===== src/rtl/registro_io_in.sv =====
// registro_io_in: memory-mapped input port with pin synchronizer, W1C change flags and maskable irq
// Ports:
//   clk_i, rst_ni       clock, synchronous active-low reset
//   pins_i[WIDTH]       asynchronous external pins
//   sel_i, rd_i, wr_i   IO bus select and strobes
//   addr_i[2]           0 DATA (ro), 1 CHANGE (w1c), 2 MASK, 3 reserved
//   DATA_i, DATA_o      bus write data / combinational read data (0 when not reading)
//   irq_o               registered |(change & mask)
module registro_io_in #(
  parameter int WIDTH = 32,
  parameter int SYNC_STAGES = 2
) (
  input  logic             clk_i,
  input  logic             rst_ni,
  input  logic [WIDTH-1:0] pins_i,
  input  logic             sel_i,
  input  logic             rd_i,
  input  logic             wr_i,
  input  logic [1:0]       addr_i,
  input  logic [31:0]      DATA_i,
  output logic [31:0]      DATA_o,
  output logic             irq_o
);
  logic [WIDTH-1:0] s [SYNC_STAGES];
  logic [WIDTH-1:0] data_reg, chg_reg, mask_reg, clr;
  logic             we;
  assign we  = sel_i & wr_i;
  assign clr = (we && addr_i == 2'd1) ? DATA_i[WIDTH-1:0] : '0;
  always_ff @(posedge clk_i) begin
    if (!rst_ni) begin
      for (int k = 0; k < SYNC_STAGES; k++) s[k] <= '0;
      data_reg <= '0;
      chg_reg  <= '0;
      mask_reg <= '0;
      irq_o    <= 1'b0;
    end else begin
      s[0] <= pins_i;
      for (int k = 1; k < SYNC_STAGES; k++) s[k] <= s[k-1];
      data_reg <= s[SYNC_STAGES-1];
      // new edges are OR-ed in after the clear so a colliding edge is never lost
      chg_reg  <= (chg_reg & ~clr) | (s[SYNC_STAGES-1] ^ data_reg);
      if (we && addr_i == 2'd2) mask_reg <= DATA_i[WIDTH-1:0];
      irq_o    <= |(chg_reg & mask_reg);
    end
  end
  always_comb
    DATA_o = !(sel_i && rd_i) ? '0 :
             addr_i == 2'd0   ? 32'(data_reg) :
             addr_i == 2'd1   ? 32'(chg_reg) :
             addr_i == 2'd2   ? 32'(mask_reg) : '0;
endmodule


===== config.mk =====
export PLATFORM = sky130hd
export DESIGN_NAME = registro_io_in
export DESIGN_NICKNAME = d
export VERILOG_FILES = /design/src/rtl/registro_io_in.sv
export SDC_FILE = /design/constraint.sdc
export NUM_CORES = 1
export LEC_CHECK = 0
export ABC_AREA = 1
export CORE_ASPECT_RATIO = 1.4
export CORE_UTILIZATION = 50
export DETAILED_ROUTE_END_ITERATION = 12
export PLACE_DENSITY = 0.76
export SLEW_MARGIN = 25
export SYNTH_ARGS = -nofsm -noshare
export SYNTH_HDL_FRONTEND = slang
export SYNTH_SLANG_ARGS = --single-unit

===== constraint.sdc =====
create_clock -name clk_i -period 1.1 [get_ports clk_i]
set_input_delay 0.22 -clock clk_i [delete_from_list [all_inputs] [get_ports clk_i]]
set_output_delay 0.22 -clock clk_i [all_outputs]
set_load 0.05 [all_outputs]

---- Word level (Yosys, flattened, before mapping) ----
Memories as Yosys holds them, arrays and structs flattened.
Index checks and enable logic that the tools add are counted.
word-level totals
  register bits after elaboration ......... 97
  bits in latches ......................... 0
  RAM bits ................................ 64
  ROM bits ................................ 0
  input bits .............................. 71
  output and inout bits ................... 33
  logic and storage cells ................. 29
  memories kept ........................... 1
cells by class
  $add $sub $neg .......................... 0
  multiply operators ...................... 0
  divide/modulo/power cells ............... 0
  magnitude comparators ................... 0
  equality and inequality tests ........... 2
  shift operators ......................... 0
  muxes and demuxes ....................... 9
  bitwise operators ....................... 8
  reductions and logical operators ........ 5
memory list
  name  depth  bits a word  read ports  clocked after Yosys merged registers in  write ports  line  source
  s     2      32           2           0                                        2            24    logic [WIDTH-1:0] s [SYNC_STAGES];
operator list
  kind                                                 number
  two-way mux 32 bit                                   7
  bitwise AND 32 bit                                   2
  inverter 32 bit                                      1
  OR 32 bit                                            1
  OR reduction 32 bit                                  1
  XOR 32 bit                                           1
  logical AND 1 bit                                    3
  equality test 2 x 1 -> 1 bit, second input constant  1
  equality test 2 bit, second input constant           1
  zero test 2 bit                                      1
  two-way mux 1 bit                                    2
  OR 1 bit                                             2
  bitwise AND 1 bit                                    1

---- Logic depth before layout (Yosys ltp) ----
  word-level depth ........................ 6
  depth in mapped cells ................... 7
  mapped depth without buffers ............ 6

---- Least setup slack after synthesis ----
OpenSTA, ideal clock, no wires.
  path type ............................... input -> output
  start ................................... in addr_i[1]
  end ..................................... out DATA_o[0]
  arrival time ............................ 1102 ps
  data required time ...................... 880 ps
  path slack .............................. -222 ps
  stages on the path ...................... 6
  buffers on the path ..................... 1
  path through ............................ nor2_1 > buf_2 > nand2_1 > nand3_1 > nand2_1 > inv_1
between the ends
  longest elaborated chain between the ends .. 5
  elaborated cells between the ends (all ways) .. 7
  those cells by class .................... eq/ne (2); mux (4); reduce/logical (1)
RTL lines
  item                  line  source
  start: declaration    19    input logic [1:0] addr_i,
  equality test 2 bit   50    addr_i == 2'd2 ? 32'(mask_reg) : '0;
  two-way mux 32 bit    50
  two-way mux 32 bit    49    addr_i == 2'd1 ? 32'(chg_reg) :
  two-way mux 32 bit *  48    addr_i == 2'd0 ? 32'(data_reg) :
  two-way mux 32 bit *  47    DATA_o = !(sel_i && rd_i) ? '0 :
  end: declaration      21    output logic [31:0] DATA_o,
Mark *: on every way between the ends. The rest lies on a longest branch, timed or not.

---- Final worst setup path ----
  start ................................... in addr_i[0]
  end ..................................... out DATA_o[3]
Same word-level chain as after synthesis.

==> reports/results.ini <==
[run_status]
status=finished with violations
violations=negative setup slack

[cells_and_area]
layout_common_cells=194 x nand2_1, 97 x inv_1, 86 x nand2_2
multi_input_area_um2=3050
nets=1102
antenna_cells=0
area_growth_pct=57.7
regArea_um2=3320
top_register=s
final_common_cell=nand2_1
fill_cells=693
largest_register_ffs=64
utilization_pct=81.1
drive_above_1_share_pct=38.4

[pwr]
cellPowerDensity_nw_per_um2=1420
vdd_ir_drop_max_uv=980
p_leak_uw=0.00500

[min_path]
hp-class=in2reg

[synth]
ys_ff_latch=161
netlist_area_um2=6330
ys.flop_type=dfxtp_1
syn-num-nets=956
seq_area_frac_synth_pct=50.9
synth_edf_count=0
syn_inst=885
yosysWarnings=0
ys_async_sr_fraction_pct=0
synth_cell_types=16
avgSynthCellArea_um2=7.16

[worst_setup_path]
slowest_stage=buf_6
slowest_delay_ns=0.16
critPathLaunchType=primary input
worstPathRequired_ns=0.88
end_kind=primary output
crit_type=in2out
arrival_ns=1.30
path_cells=buf_6, buf_6, nor2_4, buf_6, buf_12, nand2_2, nand3_2, nand2_4, clkinvlp_4, buf_12
cpMostUsedCell=buf_6
crit_fanout=6

[clocking]
cts_tree=done
clk_pin_slew_ns=0.07
cts.sinks=161
cts_buffers=17
insertion_delay_ns=0.42
cts-root-buf=clkbuf_16
cts.path.max_buffers=2
hold_buffers=0
htree_levels=4

[route]
drt_iter0_drc=400
viasPerCell=5.25
wl_um=19500
vias=6268
ant_nets=0
post-route-drc-count=0
first_pass_iters=5
post_drt_wl_per_cell_um=16.3

[die]
core-area_um2=12300
dieArea_um2=13100
initial_utilization_pct=51.4
rows=48
die_w_um=97.1
ios=104
die_y_um=135

[placed_design]
gp_congestion=0.811
io_buffers=103
dp_hpwl_um=9730

[sta]
skew_ns=0.0126
worstMarginPinSlew_ns=0.225
slew_viol_final=0
fmax_mhz=658
period_share_pct=138
hold_viol=0
slew-limit-headroom_pct=84.8
fin_crit_ns=1.52
whs_ns=0.128
rsz0062_at_grt=yes
setup_viol=42
worst_slack_ns=-0.420

[grt]
grt_max_degree=39
antenna_found_initial=0
grt_pass1_vias=6215
grt_pass1_wl_um=28500
track_usage_pct=27.8
overflow=0

[flow_run]
drv_cap=0

[kinds of logic (layout without fill, tap and decap cells)]
family | Yosys count | in the layout | share of synthesized area, %
compound gates | 65 | 65 | 5.14
xor+xnor | 32 | 32 | 4.43
buf+inv | 175 | 334 | 11.2
flops | 161 | 161 | 50.9
simple gates | 452 | 452 | 28.3
[Yosys cell counts, types with 2 or more instances]
cell type	instances	area, um^2
o21ai_0	32	160
buf_4	3	22.5
dfxtp_1	161	3220
xnor2_1	32	280
nand2_1	310	1160
nor2_4	2	22.5
inv_2	3	11.3
inv_1	131	492
nor2_1	75	282
nand3_1	64	320
clkbuf_1	14	52.6
a21oi_1	33	165
buf_1	5	18.8
buf_2	16	80.1
buf_6	3	33.8
[metrics by stage]
stage	std cells	instance area, um^2	setup slack (ns)	setup TNS, ns	power [uW]
after floorplan	885	6480	-0.0898	-2.26	7050
after CTS	1184	9570	-0.385	-11.59	14000
final	1194	9990	-0.420	-12.31	14200
after global routing	1194	9990	-0.458	-14.72	14600
after global placement	1124	8170	-0.788	-58.70	7670
after detailed placement	1124	8170	-0.812	-60.99	7700
[worst max-delay path: cells and delay by family]
| family | cells | cell delay [ns] |
|---|---|---|
| buffers and inverters | 6 | 0.73 |
| and+or+nand+nor | 4 | 0.34 |
[cell type report]
type | count | area share (%)
flip-flops and latches | 161 | 33.3
multi-input cells | 549 | 30.6
repair buffers | 168 | 21.8
inverters | 134 | 6.29
clock buffers | 21 | 4.61
well taps | 150 | 1.88
clock inverters | 11 | 1.53
[power by group]
| part | internal (uW) | switching [uW] |
|---|---|---|
| combinational | 832 | 881 |
| sequential | 6130 | 205 |
| clock | 3720 | 2410 |
| total | 10700 | 3500 |
[final timing paths]
| check | startpoint | to | slack (ns) | cells after the start |
|---|---|---|---|---|
| setup / recovery | addr_i[0] | DATA_o[3] | -0.42 | 10 |
| hold / removal | rst_ni | s[0][50] | 0.13 | 3 |
| setup reg to reg | mask_reg[18] | irq_o | 0 | 7 |
| hold reg to reg | s[0][28] | s[0][60] | 0.41 | 2 |
[layer usage]
metal  GRT usage (%)  vias to the layer above  share of wire [%]
met1            29.2                     2922                 36
met3            5.06                       98                5.8
met4            16.0                        0                5.0
met2            51.8                      312                 53
li1                -                     2936                  -
met5               0                        -                  0
[repair_timing]
action / in CTS / in global routing
setup endpoints to repair: 78 / 57
endpoints found under the hold margin: 0 / 0
pin swaps: 46 / 52
gates resized for setup: 188 / 135
cloned: 4 / 0
setup buffers: 24 / 12
(Power assumes the default switching activity.)
